--- config.mk ---
export PLATFORM = sky130hd
export DESIGN_NAME = step_move_gen
export DESIGN_NICKNAME = d
export VERILOG_FILES = /design/src/rtl/step_move_gen.sv
export SDC_FILE = /design/constraint.sdc
export NUM_CORES = 1
export LEC_CHECK = 0
export ABC_CLOCK_PERIOD_IN_PS = 8400
export BUFFER_PORTS_ARGS = -buffer_cell sky130_fd_sc_hd__buf_2
export CORE_MARGIN = 2
export CORE_UTILIZATION = 36
export CTS_CLUSTER_DIAMETER = 150
export DETAILED_ROUTE_END_ITERATION = 10
export GPL_TIMING_DRIVEN = 0
export PLACE_DENSITY_LB_ADDON = 0.1
export SLEW_MARGIN = 20
export SYNTH_ARGS = -nofsm -noshare
export SYNTH_HDL_FRONTEND = slang
export SYNTH_SLANG_ARGS = --single-unit
--- constraint.sdc ---
create_clock -name clk -period 8.4 [get_ports clk]
set_input_delay 0.84 -clock clk [delete_from_list [all_inputs] [get_ports clk]]
set_output_delay 0.84 -clock clk [all_outputs]
set_load 0.01 [all_outputs]
--- src/rtl/step_move_gen.sv ---
// Knight/king pseudo-legal move generator: scans a latched board image and
// streams one move record per valid/ready handshake, then pulses done.
module step_move_gen #(
  parameter int SQ_W  = 6,
  parameter int PC_W  = 4,
  parameter int CNT_W = 8
) (
  input  logic             clk,
  input  logic             reset,
  input  logic             start,
  input  logic             side,
  input  logic [255:0]     board,
  output logic             move_valid,
  input  logic             move_ready,
  output logic [SQ_W-1:0]  move_from,
  output logic [SQ_W-1:0]  move_to,
  output logic [PC_W-1:0]  move_piece,
  output logic [PC_W-1:0]  move_capture,
  output logic             busy,
  output logic             done,
  output logic [CNT_W-1:0] move_count
);

  typedef enum logic [2:0] {IDLE, SCAN, CHECK, EMIT, FIN} state_t;

  state_t          state, state_next;
  logic [255:0]    board_q;
  logic            side_q;
  logic [SQ_W-1:0] sq;
  logic [2:0]      dir;

  logic [PC_W-1:0] piece, target_pc;
  logic            is_king, own_mover, target_own, on_board, emit_ok;
  logic            last_dir, last_sq;
  logic [3:0]      dr, df, rank_sum, file_sum;
  logic [SQ_W-1:0] target;

  assign piece     = board_q[{sq, 2'b00} +: PC_W];
  assign is_king   = (piece[2:0] == 3'd6);
  assign own_mover = (piece[3] == side_q) && ((piece[2:0] == 3'd3) || is_king);
  assign last_dir  = (dir == 3'd7);
  assign last_sq   = (sq == SQ_W'(63));

  // Rank/file offsets as 4-bit two's complement; the spare top bit flags off-board.
  always_comb begin
    dr = 4'd0;
    df = 4'd0;
    if (is_king) begin
      case (dir)
        3'd0: begin dr = 4'd1;  df = 4'd1;  end
        3'd1: begin dr = 4'd1;  df = 4'd0;  end
        3'd2: begin dr = 4'd1;  df = 4'hF;  end
        3'd3: begin dr = 4'd0;  df = 4'd1;  end
        3'd4: begin dr = 4'd0;  df = 4'hF;  end
        3'd5: begin dr = 4'hF;  df = 4'd1;  end
        3'd6: begin dr = 4'hF;  df = 4'd0;  end
        default: begin dr = 4'hF; df = 4'hF; end
      endcase
    end else begin
      case (dir)
        3'd0: begin dr = 4'd2;  df = 4'd1;  end
        3'd1: begin dr = 4'd2;  df = 4'hF;  end
        3'd2: begin dr = 4'd1;  df = 4'd2;  end
        3'd3: begin dr = 4'd1;  df = 4'hE;  end
        3'd4: begin dr = 4'hF;  df = 4'd2;  end
        3'd5: begin dr = 4'hF;  df = 4'hE;  end
        3'd6: begin dr = 4'hE;  df = 4'd1;  end
        default: begin dr = 4'hE; df = 4'hF; end
      endcase
    end
  end

  // Sums span -2..9, so bit 3 is set exactly when the coordinate leaves 0..7.
  assign rank_sum   = {1'b0, sq[5:3]} + dr;
  assign file_sum   = {1'b0, sq[2:0]} + df;
  assign on_board   = !rank_sum[3] && !file_sum[3];
  assign target     = {rank_sum[2:0], file_sum[2:0]};
  assign target_pc  = board_q[{target, 2'b00} +: PC_W];
  assign target_own = (target_pc != '0) && (target_pc[3] == side_q);
  assign emit_ok    = on_board && !target_own;

  always_comb begin
    state_next = state;
    busy       = 1'b0;
    done       = 1'b0;
    move_valid = 1'b0;
    case (state)
      IDLE: if (start) state_next = SCAN;
      SCAN: begin
        busy = 1'b1;
        if (own_mover)    state_next = CHECK;
        else if (last_sq) state_next = FIN;
      end
      CHECK: begin
        busy = 1'b1;
        if (emit_ok)       state_next = EMIT;
        else if (last_dir) state_next = last_sq ? FIN : SCAN;
      end
      EMIT: begin
        busy       = 1'b1;
        move_valid = 1'b1;
        if (move_ready) begin
          if (last_dir) state_next = last_sq ? FIN : SCAN;
          else          state_next = CHECK;
        end
      end
      FIN: begin
        done       = 1'b1;
        state_next = IDLE;
      end
      default: state_next = IDLE;
    endcase
  end

  // dir wraps 7->0 on its own, so advancing only needs the square bump.
  always_ff @(posedge clk) begin
    if (reset) begin
      state        <= IDLE;
      board_q      <= '0;
      side_q       <= 1'b0;
      sq           <= '0;
      dir          <= '0;
      move_count   <= '0;
      move_from    <= '0;
      move_to      <= '0;
      move_piece   <= '0;
      move_capture <= '0;
    end else begin
      state <= state_next;
      case (state)
        IDLE: if (start) begin
          board_q    <= board;
          side_q     <= side;
          sq         <= '0;
          dir        <= '0;
          move_count <= '0;
        end
        SCAN: begin
          if (own_mover)     dir <= '0;
          else if (!last_sq) sq  <= sq + SQ_W'(1);
        end
        CHECK: begin
          if (emit_ok) begin
            move_from    <= sq;
            move_to      <= target;
            move_piece   <= piece;
            move_capture <= target_pc;
          end else begin
            dir <= dir + 3'd1;
            if (last_dir && !last_sq) sq <= sq + SQ_W'(1);
          end
        end
        EMIT: if (move_ready) begin
          move_count <= move_count + CNT_W'(1);
          dir        <= dir + 3'd1;
          if (last_dir && !last_sq) sq <= sq + SQ_W'(1);
        end
        default: ;
      endcase
    end
  end

endmodule

Word level (Yosys, flattened, before mapping)

Cells that the tools add are included.

Word-level logic and storage cells: 106
Bits in registers: 297
Input port bits: 261
Output and inout port bits: 31

Shift operators: 2
Multiplexer cells: 33
Eq/ne operators: 24
$add $sub $neg: 5
Reductions and logical operators: 32

Operators with widths:

| cell                  | count |
|---|---|
| $shiftx A256 B9 Y4    | 2 |
| $mux W3               | 12 |
| $mux W6               | 6 |
| $pmux W3 S4           | 2 |
| $pmux W4 S3           | 2 |
| $pmux W6 S4           | 1 |
| $eq A3 B3 Y1 const B  | 6 |
| $mux W8               | 2 |
| $pmux W4 S2           | 2 |
| $pmux W8 S2           | 1 |
| $reduce_or A2 Y1      | 8 |
| $eq A3 B2 Y1 const B  | 5 |
| $ne A2 B2 Y1 const B  | 6 |
| $reduce_or A3 Y1      | 3 |
| $add A3 B4 Y4         | 2 |
| $add A8 B1 Y8 const B | 1 |
| $mux W4               | 2 |
| $reduce_bool A4 Y1    | 2 |
| $add A6 B1 Y6 const B | 1 |
| $eq A3 B1 Y1 const B  | 2 |
| $eq A6 B6 Y1 const B  | 1 |
| $logic_not A3 Y1      | 2 |
| $ne A3 B3 Y1 const B  | 2 |
| $reduce_and A6 Y1     | 1 |
| 11 further kinds      | 22 |

Depth between registers and ports, before layout

Gate-level depths: netlist of run 1.

Depth in word-level cells: 12
Depth in mapped cells: 30
Gate-level depth less buffers: 21

Worst setup path after synthesis of run 1

No wires, ideal clock.

Path kind: flip-flop to flip-flop
Start point: register sq[1]
End point: register move_piece[1]
Data arrival time: 6.407 ns
Path buffers: 5
Stages on the path, launching flop included: 27
Library setup time: 0.128 ns
Required time: 8.272 ns
Path slack: 1.866 ns
Period minus slack after synthesis: 6.534 ns
Cells stage by stage: dfxtp_1 -> buf_6 -> mux4_2 -> mux2_2 -> a2111oi_4 -> a311oi_2 -> a211oi_2 -> and2_4 -> clkbuf_1 -> o21ai_0 -> o21ai_0 -> ha_1 -> inv_1 -> fa_1 -> buf_4 -> inv_4 -> buf_2 -> mux4_2 -> mux2_2 -> o2111ai_1 -> o41ai_1 -> o311a_1 -> a2111o_1 -> nor3_4 -> buf_6 -> mux2i_1 -> nor2_1

Cells in the longest elaborated chain, start to end: 10
Elaborated cells on any way between the ends: 16
Classes of those cells: 2 x add/sub; 2 x eq/ne; 2 x shift; 2 x mux; 8 x reduce/logical

Ends and longest elaborated chain:

| item                                               | line   | text |
|---|---|---|
| start: declaration                                 | 29     | `logic [SQ_W-1:0] sq;` |
| start signal: assignment                           | 140    | `else if (!last_sq) sq <= sq + SQ_W'(1);` |
| start signal: assignment                           | 150    | `if (last_dir && !last_sq) sq <= sq + SQ_W'(1);` |
| start signal: assignment                           | 156    | `if (last_dir && !last_sq) sq <= sq + SQ_W'(1);` |
| $shiftx A256 B9 Y4                                 | 38     | `assign piece = board_q[{sq, 2'b00} +: PC_W];` |
| $eq A3 B3 Y1                                       | 39     | `assign is_king = (piece[2:0] == 3'd6);` |
| $mux W4                                            | 48     | `if (is_king) begin` |
| $add A3 B4 Y4, on equally long branches            | 75, 74 |  |
| $shiftx A256 B9 Y4                                 | 78     | `assign target_pc = board_q[{target, 2'b00} +: PC_W];` |
| $reduce_bool A4 Y1 or $eq A1 B1 Y1 (tied branches) | 79     | `assign target_own = (target_pc != '0) && (target_pc[3] == side_q);` |
| $logic_and A1 B1 Y1                                | 79     |  |
| $logic_not A1 Y1                                   | 80     | `assign emit_ok = on_board && !target_own;` |
| $logic_and A1 B1 Y1                                | 80     |  |
| $reduce_and A2 Y1 (no line)                        | --     |  |
| end signal: assignment                             | 146    | `move_piece <= piece;` |
| end: declaration                                   | 17     | `output logic [PC_W-1:0] move_piece,` |

Parallel ways exist; a longest one is shown, timed or not.
A chain may end at the register's enable or synchronous reset.

Worst setup path after layout of run 1

Start point: register sq[1]
End point: register sq[4]

Cells in the longest elaborated chain, start to end: 11
Elaborated cells on any way between the ends: 33
Classes of those cells: 3 x add/sub; 8 x eq/ne; 2 x shift; 8 x mux; 12 x reduce/logical

Ends and longest elaborated chain:

| item                                               | line |
|---|---|
| $shiftx A256 B9 Y4                                 | 38 |
| $eq A3 B3 Y1                                       | 39 |
| $mux W4                                            | 48 |
| $add A3 B4 Y4, on equally long branches            | 75, 74 |
| $shiftx A256 B9 Y4                                 | 78 |
| $reduce_bool A4 Y1 or $eq A1 B1 Y1 (tied branches) | 79 |
| $logic_and A1 B1 Y1                                | 79 |
| $logic_not A1 Y1                                   | 80 |
| $logic_and A1 B1 Y1                                | 80 |
| $ne A2 B2 Y1 (no line)                             | -- |
| $reduce_and A6 Y1 (no line)                        | -- |

Parallel ways exist; a longest one is shown, timed or not. The select of a mux whose other input is x is not followed.

==> results by group, run 1 <==
Run status
  • Status: completed

Die
  • Core Rows: between 70 and 80
  • Overall die area: 45020 um2
  • Core area: 42890 um2
  • Io pins: 292
  • Die H: 212.2 um
  • Die width: around 210 um
  • Initial core utilization: 36.38%

Worst setup path
  • Reg2Reg Capture Point: sq[4]
  • Slowest stage delay, CP: 500 ps
  • Crit path required time: 8820 ps
  • Critical Path Fanout Max: 10
  • CP Capture Type: flop
  • WP buf/inv: 9
  • Slowest-stage cell, CP: fa_1
  • Worst reg2reg path depth: 28
  • Reg-to-Reg Start: sq[1]
  • Register-to-register setup slack: 300 ps
  • Levels on crit path: 28
  • Crit path launch: sq[1]
  • WS Path Type: flop to flop
  • Worst path arrival time: 8520 ps
  • Worst Setup Start Kind: flop
  • Kind of cell adding the most delay to the critical path: compound AO/OA/AOI/OAI gates
  • Worst setup endpoint: sq[4]
  • Most used cell, CP: buf_4

Timing
  • Setup ws final: 302.9 ps
  • Worst hold slack: between 400 and 500 ps
  • Fin crit share: a little under 100%
  • Setup violators final: 0
  • Fmax: 123.5 MHz
  • Setup_tns: 0 ps
  • Max transition margin: roughly 15%
  • Skew final: 18.55 ps
  • Fin. Hold Viols: 0
  • Min Tclk post-route: 8097 ps
  • RSZ-0062 raised after global routing: no
  • Slew Viols, Final: 0
  • Slew @ Worst Pin: roughly 1300 ps

Power and ir drop
  • Max rail drop VDD: about 0.14 mV
  • Leakage: between 7 and 8 nW
  • Power per Cell Area: 315.5 nW/um2

Route
  • Iter 0 DRT Violations: ~1200
  • Vias per std cell: between 5 and 6
  • Vias: 15060
  • Final WL: between 60000 and 70000 um
  • DR WL/cell: between 20 and 25 um
  • Drt pass-1 iters: 5
  • Drt drc: 0
  • Routed Antenna Nets: 0

CTS
  • Clock slew at reported path FFs: 60 ps
  • CTS tree: yes
  • Clk sink count: 297
  • Clk root buf: clkbuf_16
  • Max H-tree Level: 2
  • Hold_buf cts: 0
  • Longest Clk Path Bufs: 3
  • CTS Buf Count: 35
  • Clock Latency Late Sink: between 500 and 600 ps

Global routing
  • First-pass GRT wire length: 91230 um
  • Initial antenna violation count: 1
  • Vias in the first global route: 14320
  • Largest net degree at the start of global routing: 13
  • GR Util met3: 4.121%
  • Global route overflow: 0
  • Total GRT Usage: 27.71%
  • Met1 Use GR: a little under 40%
  • Met2 Track Usage GR: 42.63%
  • Global route hottest layer: met2

Final layout
  • Share of cells above drive strength 1: around a quarter
  • Layout Cells excl Fill: 2737
  • Nets: 2406
  • Area grow syn2layout: 21.49%
  • Filler Cell Count: 4399

Synth
  • Yosys reg bits: 297
  • Distinct cells, synth: around 70
  • Post-synth ARST share: 0%
  • Post-Syn Area: 15600 um2
  • Sequential-to-total area share from yosys stat: 38.11%
  • Ys Warns: 0
  • Gate Count Post-Synth: 1797
  • Number of synthesized flops with an enable pin: 0
  • Syn Nets: between 2000 and 2500
  • Average size of a mapped cell: 8.682 um2
  • Ys flop type: dfxtp_1

Placed design
  • Dpl ws: -1320 ps
  • Placed Cells: 2673
  • Routability Congestion: 0.9861
  • Port bufs: slightly below 300
  • HPWL after detailed placement: between 40000 and 50000 um

Run
  • MaxCap Viol Count: 0

Min path
  • Hold Crit Class: flop to flop
  • Hold Crit Depth: 2
-- timing repair --
| action | in CTS | in global routing |
|---|---|---|
| hold endpoints to repair | 0 | 0 |
| pin swaps | 0 | 3 |
| resized for setup | 22 | 5 |
| gates cloned | 0 | 0 |
| endpoints found under the setup margin | 32 | 31 |
| buffers inserted | 0 | 4 |
-- through the flow --
| step | power [mW] | utilization, % | area (um2) |
|---|---|---|---|
| final | 5.980 | 44.19 | 18950 |
| after floorplan | 3.528 | - | 15600 |
| after detailed placement | 4.481 | 41.50 | 17800 |
| after global placement | 4.455 | 41.47 | 17780 |
| after CTS | 5.956 | 44.09 | 18910 |
| after global routing | 6.243 | 44.19 | 18950 |
-- power by group --
group	leakage (nW)	internal [mW]	switching, mW
sequential	2.43	1.64	0.216
clock	0.512	0.830	0.618
combinational	4.37	1.04	1.63
total	7.31	3.51	2.47
-- flip-flops by register name, summed over array words and instances (netlist names) --
name / count
dir: 3
move_from: 6
move_capture: 4
state: 3
move_piece: 4
board_q: 256
side_q: 1
move_count: 8
sq: 6
move_to: 6
-- per-layer routing --
layer	vias to the layer above	part of all wire, %
met5	-	0
met4	0	3.2
met3	106	7.4
met2	640	44
met1	7309	46
li1	7006	-
-- how the worst min path moves through the flow --
stage                       startpoint           end  slack [ps]
final                     board_q[102]  board_q[102]         470
after global routing       board_q[96]   board_q[96]         490
after CTS                  board_q[94]   board_q[94]         470
after detailed placement   board_q[98]   board_q[98]         460
after global placement    board_q[147]  board_q[147]         450
after floorplan           board_q[173]  board_q[173]         440
-- cell usage after synthesis (all sizes together), types with 4 or more instances --
master | count | area, um2
a311oi | 4 | 41.29
a211oi | 14 | 132.6
nand4 | 11 | 68.82
nor2 | 58 | 217.7
nand3b | 4 | 30.03
clkbuf | 109 | 409.1
inv | 20 | 77.57
o21ai | 13 | 65.06
ha | 14 | 175.2
and3 | 4 | 25.02
nand3 | 26 | 130.1
dfxtp | 297 | 5946
nor2b | 12 | 75.07
nand2b | 7 | 43.79
a31oi | 8 | 65.06
and2 | 7 | 46.30
o32ai | 4 | 35.03
nor3 | 17 | 96.35
xnor2 | 4 | 35.03
buf | 39 | 254.0
o31ai | 8 | 73.82
xor2 | 8 | 70.07
a21oi | 272 | 1361
or3 | 5 | 36.28
mux4 | 117 | 2635
nand2 | 577 | 2166
mux2 | 14 | 157.7
o211ai | 4 | 30.03
o22ai | 6 | 37.54
a22oi | 8 | 60.06
mux2i | 54 | 540.5
a221oi | 5 | 43.79
or2 | 7 | 43.79
-- cell usage in the layout (no fill, tap or decap), types with 5 or more instances in the layout --
cell       synthesis  routed
o21ai_0           12      12
and2_1             6       6
clkbuf_1         109     116
a22oi_1            8       8
a31oi_1            7       6
or2_2              7       7
nor3_1            16      16
nand2b_1           7       7
buf_6              6       6
nand3_1           26      26
dfxtp_1          297     297
nand2_1          577     577
mux2i_1           54      54
clkbuf_16          0      35
ha_1              14      14
a21oi_1          272     272
a221oi_1           5       5
nor2_1            58      58
a211oi_1          10      10
buf_4              6      16
xor2_1             8       7
o22ai_1            6       6
mux4_2           117     117
nand4_1           11      11
o31ai_1            7       7
mux2_2            14      14
clkbuf_2           0       5
nor2b_1           12      12
inv_1             18      18
buf_2             23     309
-- worst register-to-register path, delay by kind of cell, from the launching register on --
family                   cells  cell delay, ps
buffers and inverters        9            2390
multiplexers                 3            1000
AND/OR/NAND/NOR              3             690
AO/OA/AOI/OAI               11            2760
adder cells (fa/ha/maj)      2             740
flip-flops                   1             380
-- cells by family after synthesis --
| group | count (synthesis) | synth area share, % |
|---|---|---|
| fa+ha+maj | 16 | 1.379 |
| mux | 185 | 21.37 |
| flops | 297 | 38.11 |
| xor+xnor | 12 | 0.6737 |
| buf+inv | 171 | 4.820 |
| simple gates | 744 | 19.58 |
| compound gates | 372 | 14.07 |
-- cell type report --
class	instances	area, um2	share of cell area, %
multi-input combinational	1329	8955	47.25
sequential	297	5946	31.37
timing repair buffer	295	1486	7.843
clock buffer	51	965.9	5.096
tap	585	732.0	3.862
buffer	148	693.2	3.657
inverter	23	92.59	0.4885
clock inverter	8	80.08	0.4225
antenna	1	2.502	0.01320
Power figures use the tool's default switching activity.
==> run 2: changes to the inputs <==
RECOVER_POWER = 100   (was unset)
==> run 2 against run 1 <==
  * Via count is 0.46% higher
  * Maximum frequency is 0.79% lower
  * Register-to-register slack worse by 60 ps
  * Non-clock buffer count stayed put
  * Critical path type unchanged
  * Largest cell class unchanged
==> results by group, run 2 (same netlist as run 1, synthesis figures left out) <==
Run
  • MaxCap Viol Count: 0 (unchanged)

Placed design
  • HPWL after detailed placement: 48900 um (unchanged)
  • Port bufs: 290 (unchanged)
  • Routability Congestion: 0.9861 (unchanged)

Final layout
  • Multi-input gate area: 8949 um2 (was 8955 um2)
  • Nets: 2406 (unchanged)
  • Area grow syn2layout: 21.18% (was 21.49%)
  • Reg with most FFs: board_q (unchanged)
  • Biggest regs: board_q x256, move_count x8 (unchanged)
  • Most frequent cells in the layout: 577 x nand2_1, 297 x dfxtp_1, 278 x buf_2, 272 x a21oi_1, 147 x clkbuf_1 (was 577 x nand2_1, 309 x buf_2, 297 x dfxtp_1, 272 x a21oi_1, 117 x mux4_2)
  • Post-layout util: 44.08% (was 44.19%)
  • Filler Cell Count: 4413 (was 4399)
  • Ant. Diodes: 0 (was 1)
  • Register area: 5946 um2 (unchanged)
  • Commonest non-fill, non-tap cell in the layout: nand2_1 (unchanged)
  • Max FFs per register: 256 (unchanged)
  • Share of cells above drive strength 1: 23.80% (was 25.29%)

Route
  • Vias: 15130 (was 15060)
  • Routed Antenna Nets: 0 (unchanged)
  • DR WL/cell: 22.99 um (was 22.94 um)
  • Drt drc: 0 (unchanged)
  • Drt pass-1 iters: 7 (was 5)
  • Iter 0 DRT Violations: 1246 (was 1221)
  • Vias per std cell: 5.530 (was 5.503)
  • Final WL: 62910 um (was 62800 um)

Timing
  • Skew final: 20.52 ps (was 18.55 ps)
  • RSZ-0062 raised after global routing: no (unchanged)
  • Max transition margin: 17.20% (was 14.80%)
  • Fin. Hold Viols: 0 (unchanged)
  • Min Tclk post-route: 8162 ps (was 8097 ps)
  • Slew @ Worst Pin: 1233 ps (was 1269 ps)
  • Fin crit share: 97.17% (was 96.39%)
  • Setup violators final: 0 (unchanged)
  • Setup_tns: 0 ps (unchanged)
  • Slew Viols, Final: 0 (unchanged)
  • Fmax: 122.5 MHz (was 123.5 MHz)

Die
  • Die width: 212.2 um (unchanged)
  • Die H: 212.2 um (unchanged)
  • Overall die area: 45020 um2 (unchanged)
  • Core area: 42890 um2 (unchanged)
  • Io pins: 292 (unchanged)
  • Core Rows: 76 (unchanged)
  • Initial core utilization: 36.38% (unchanged)

Power and ir drop
  • Clock power share: 24.2% (about the same)
  • Max rail drop VDD: 0.1393 mV (was 0.1392 mV)
  • Leakage: 7.175 nW (was 7.312 nW)
  • Net Switching: 2.469 mW (was 2.468 mW)
  • Power per Cell Area: 316.1 nW/um2 (was 315.5 nW/um2)
  • Seq pwr share: 31.1% (about the same)
  • Logic gate share of total power: 44.7% (about the same)
  • Switching Fraction: 41.32% (was 41.27%)
  • P_int: 3.507 mW (was 3.512 mW)

Worst setup path
  • Crit path required time: 8820 ps (about the same)
  • Crit path launch: sq[2] (was sq[1])
  • Reg-to-Reg Start: sq[2] (was sq[1])
  • Critical Path Fanout Max: 10 (unchanged)
  • WP buf/inv: 8 (was 9)
  • CP Capture Type: flop (unchanged)
  • Slowest stage delay, CP: 500 ps (about the same)
  • Kind of cell adding the most delay to the critical path: compound AO/OA/AOI/OAI gates (unchanged)
  • WS Path Type: flop to flop (unchanged)
  • Worst Setup Start Kind: flop (unchanged)
  • Slowest-stage cell, CP: fa_1 (unchanged)
  • Worst path arrival time: 8580 ps (was 8520 ps)

CTS
  • Longest Clk Path Bufs: 3 (unchanged)
  • Clock slew at reported path FFs: 60 ps (about the same)
  • Hold_buf cts: 0 (unchanged)
  • Clk root buf: clkbuf_16 (unchanged)
  • Max H-tree Level: 2 (unchanged)
  • CTS Buf Count: 35 (unchanged)
  • Clock Latency Late Sink: 560 ps (was 550 ps)
  • CTS tree: yes (unchanged)
  • Clk sink count: 297 (unchanged)

Global routing
  • Global route hottest layer: met2 (unchanged)
  • Vias in the first global route: 14320 (unchanged)
  • Met2 Track Usage GR: 42.63% (unchanged)
  • Total GRT Usage: 27.71% (unchanged)
  • Initial antenna violation count: 1 (unchanged)
  • Largest net degree at the start of global routing: 13 (unchanged)
  • GR Util met3: 4.121% (unchanged)
  • First-pass GRT wire length: 91230 um (unchanged)
  • Met1 Use GR: 39.67% (unchanged)
  • Global route overflow: 0 (unchanged)

Run status
  • Status: completed (unchanged)

Min path
  • Hold_sp: board_q[102] (unchanged)
  • Hold Crit Class: flop to flop (unchanged)
## run 2: cell types whose count changed in the layout (fill, tap and decap cells not counted), sizes merged
cell	before	now
buf	333	302
clkbuf	161	192
diode	1	0
## run 2: power groups by stage
stage	clock network, mW	logic [mW]	registers, mW
final	1.45	2.67	1.86
after global routing	1.52	2.84	1.88
after CTS	1.47	2.64	1.85
after detailed placement	0	2.60	1.88
after global placement	0	2.58	1.87
after floorplan	0	1.74	1.78
## run 2: worst reg2reg max path: cells and delay by family, from the launching register on
family | cells | cell delay (ps)
muxes | 3 | 840
DFF | 1 | 460
AOI/OAI and AO/OA | 12 | 2950
adders and majority gates | 2 | 740
and+or+nand+nor | 2 | 530
buffers and inverters | 8 | 2510
## run 2: final timing paths
kind                  end  slack (ps)  cells after the start
min          board_q[102]         470                      2
min reg2reg  board_q[102]         470                      2
max reg2reg         sq[5]         240                     27
max                 sq[5]         240                     27
## run 2: what timing repair did
item	in CTS	in global routing
gates cloned	0	0
gates resized for setup	22	5
pin swaps	0	3
setup endpoints to repair	32	31
buffers inserted	0	4
## run 2: area by class of cell
type	instances	share of cell area [%]
Sequential cell	297	31.45
Tap cell	585	3.872
Multi-Input combinational cell	1329	47.33
Buffer	148	3.666
Clock inverter	8	0.4236
Inverter	23	0.4897
Timing Repair Buffer	295	7.657
Clock buffer	51	5.109
## run 2: through the flow
| step | hold slack [ps] | cell area, um2 | cells | power, mW | setup slack [ps] |
|---|---|---|---|---|---|
| 2_1_floorplan | 442.9 | 15600 | 1797 | 3.528 | 1866 |
| 3_3_place_gp | 454.2 | 17780 | 2672 | 4.455 | -1509 |
| 3_5_place_dp | 459.7 | 17800 | 2673 | 4.481 | -1320 |
| 4_1_cts | 468.8 | 18910 | 2732 | 5.956 | 71.47 |
| 5_1_grt | 489.5 | 18910 | 2736 | 6.237 | 22.40 |
| 6_report | 466.5 | 18910 | 2736 | 5.976 | 238.1 |
## run 2: routing by layer
layer	routed length (um)	part of all wire [%]
met4	2028	3.2
met2	27560	44
met1	28680	46
met3	4635	7.4
met5	0	0
==> run 3: changes to the inputs <==
PLACE_DENSITY = 0.65   (was unset)
PLACE_DENSITY_LB_ADDON = unset   (was 0.1)
==> run 3 against run 2 <==
  * Critical path depth is 1 higher
  * Routed wire length decreased by 1.3%
  * Design area barely moved
  * First-iteration DRC count is 51% higher
  * Critical path type unchanged
  * Largest cell class unchanged
  * Largest power group unchanged
==> results by group, run 3 (same netlist as run 1, synthesis figures left out) <==
Final layout
  • Register area: 5946 um2 (unchanged)
  • Max FFs per register: 256 (unchanged)
  • Share of cells above drive strength 1: 23.85% (was 23.80%)
  • Final instance area: 18920 um2 (was 18910 um2)
  • Area grow syn2layout: 21.30% (was 21.18%)
  • Most frequent cells in the layout: 577 x nand2_1, 297 x dfxtp_1, 279 x buf_2, 272 x a21oi_1, 143 x clkbuf_1 (was 577 x nand2_1, 297 x dfxtp_1, 278 x buf_2, 272 x a21oi_1, 147 x clkbuf_1)
  • Biggest regs: board_q x256, move_count x8 (unchanged)
  • Reg with most FFs: board_q (unchanged)
  • Commonest non-fill, non-tap cell in the layout: nand2_1 (unchanged)
  • Nets: 2404 (was 2406)
  • Post-layout util: 44.13% (was 44.08%)
  • Multi-input gate area: 8946 um2 (was 8949 um2)
  • Filler Cell Count: 4238 (was 4413)

Placed design
  • Routability Congestion: 1.001 (was 0.9861)
  • Port bufs: 290 (unchanged)
  • HPWL after detailed placement: 48230 um (was 48900 um)
  • DP Area: 17800 um2 (unchanged)

Timing
  • Fin. Hold Viols: 0 (unchanged)
  • Fmax: 120.8 MHz (was 122.5 MHz)
  • Fin crit share: 98.52% (was 97.17%)
  • Max transition margin: 28.14% (was 17.20%)
  • Setup violators final: 0 (unchanged)
  • Skew final: 24.35 ps (was 20.52 ps)
  • RSZ-0062 raised after global routing: no (unchanged)
  • Slew Viols, Final: 0 (unchanged)
  • Min Tclk post-route: 8275 ps (was 8162 ps)
  • Slew @ Worst Pin: 1070 ps (was 1233 ps)
  • Worst hold slack: 471.4 ps (was 466.5 ps)

CTS
  • Clock slew at reported path FFs: 60 ps (about the same)
  • Clock Latency Late Sink: 570 ps (was 560 ps)
  • Longest Clk Path Bufs: 3 (unchanged)
  • Hold_buf cts: 0 (unchanged)
  • Clk root buf: clkbuf_16 (unchanged)
  • CTS Buf Count: 34 (was 35)
  • CTS tree: yes (unchanged)
  • Max H-tree Level: 2 (unchanged)
  • Clk sink count: 297 (unchanged)

Die
  • Core area: 42890 um2 (unchanged)
  • Io pins: 292 (unchanged)
  • Overall die area: 45020 um2 (unchanged)
  • Die width: 212.2 um (unchanged)
  • Core Rows: 76 (unchanged)
  • Die H: 212.2 um (unchanged)
  • Initial core utilization: 36.38% (unchanged)

Worst setup path
  • Worst Setup Start Kind: flop (unchanged)
  • CP Capture Type: flop (unchanged)
  • Slowest stage delay, CP: 630 ps (was 500 ps)
  • Worst reg2reg path depth: 28 (was 27)
  • Kind of cell adding the most delay to the critical path: buffers and inverters (was compound AO/OA/AOI/OAI gates)
  • Reg-to-Reg Start: sq[1] (was sq[2])
  • Slowest-stage cell, CP: clkdlybuf4s18_2 (was fa_1)
  • Critical Path Fanout Max: 10 (unchanged)
  • WP buf/inv: 9 (was 8)
  • WS Path Type: flop to flop (unchanged)
  • Crit path required time: 8800 ps (was 8820 ps)
  • Worst path arrival time: 8680 ps (was 8580 ps)
  • Register-to-register setup slack: 120 ps (was 240 ps)
  • Reg2Reg Capture Point: sq[2] (was sq[5])

Power and ir drop
  • Power per Cell Area: 317.1 nW/um2 (was 316.1 nW/um2)
  • Leakage: 7.181 nW (was 7.175 nW)
  • Net Switching: 2.459 mW (was 2.469 mW)
  • Seq pwr share: 31.2% (was 31.1%)
  • P_int: 3.541 mW (was 3.507 mW)
  • Switching Fraction: 40.99% (was 41.32%)
  • Max rail drop VDD: 0.2514 mV (was 0.1393 mV)
  • Clock power share: 24.7% (was 24.2%)
  • Logic gate share of total power: 44.1% (was 44.7%)

Route
  • Vias per std cell: 5.667 (was 5.530)
  • Routed Antenna Nets: 0 (unchanged)
  • Drt drc: 0 (unchanged)
  • DR WL/cell: 22.72 um (was 22.99 um)
  • Drt pass-1 iters: 7 (unchanged)
  • Final WL: 62110 um (was 62910 um)
  • Iter 0 DRT Violations: 1879 (was 1246)
  • Vias: 15490 (was 15130)

Min path
  • Hold-critical path endpoint: board_q[132] (was board_q[102])
  • Hold Crit Depth: 2 (unchanged)
  • Hold Crit Class: flop to flop (unchanged)
  • Hold_sp: board_q[132] (was board_q[102])

Run
  • MaxCap Viol Count: 0 (unchanged)

Global routing
  • Global route overflow: 0 (unchanged)
  • First-pass GRT wire length: 90730 um (was 91230 um)
  • Vias in the first global route: 15030 (was 14320)
  • Largest net degree at the start of global routing: 14 (was 13)
  • Total GRT Usage: 27.34% (was 27.71%)
  • Initial antenna violation count: 1 (unchanged)

Run status
  • Status: completed (unchanged)
==> run 3: changes by cell type in the layout (fill, tap and decap cells not counted), sizes merged <==
cell / previous run / this run
clkinv: 6 / 9
clkdlybuf4s18: 0 / 1
clkbuf: 192 / 188
clkinvlp: 1 / 0
buf: 302 / 297
bufinv: 1 / 3
diode: 0 / 1
==> run 3: timing repair <==
action | 4_1_cts | 5_1_grt
buffers inserted | 0 | 3
endpoints found under the hold margin | 0 | 0
resized for setup | 11 | 13
setup endpoints to repair | 32 | 31
pin swaps | 0 | 1
==> run 3: power groups by stage <==
stage	Clock [mW]	Sequential, mW	Combinational (mW)
finish	1.48	1.87	2.64
global route	1.55	1.89	2.79
CTS	1.49	1.86	2.57
detailed placement	0	1.89	2.55
global placement	0	1.87	2.51
floorplan	0	1.78	1.74
==> run 3: stage by stage <==
step	power (mW)	worst slack, ps	TNS (ps)	instances
CTS	5.924	24.84	0	2729
detailed placement	4.433	-905.2	-25450	2673
floorplan	3.528	1866	0	1797
finish	6.000	124.6	0	2733
global route	6.223	34.76	0	2732
global placement	4.378	-1049	-31300	2672
==> run 3: area by class of cell <==
class,count,area share [%]
antenna,1,0.01322
buffer,148,3.643
clock buffer,44,4.860
clock inverter,12,0.8529
inverter,23,0.4760
multi-input combinational,1329,47.27
sequential,297,31.42
tap,585,3.868
timing repair buffer,294,7.597
==> run 3: how the worst max path moves through the flow <==
stage,from,to,slack [ps],cells after the start
finish,sq[1],sq[2],120,28
CTS,sq[2],move_piece[1],20,27
global placement,sq[1],move_to[5],-1050,29
global route,sq[2],move_capture[1],30,30
floorplan,sq[1],move_piece[1],1870,26
detailed placement,sq[1],move_piece[1],-910,29
==> run 3: per-layer routing <==
metal  GRT usage [%]  share of wire [%]
met1           36.11                 40
met3           6.292                 11
met4           12.77                4.6
met5               0                  0
met2           42.44                 44
==> run 3: worst reg2reg max path, delay by kind of cell (launching register included) <==
family,cells,cell delay (ps)
fa+ha+maj,2,770
simple gates,5,780
buf+inv,9,2940
flops,1,400
compound gates,11,2780
mux,1,440
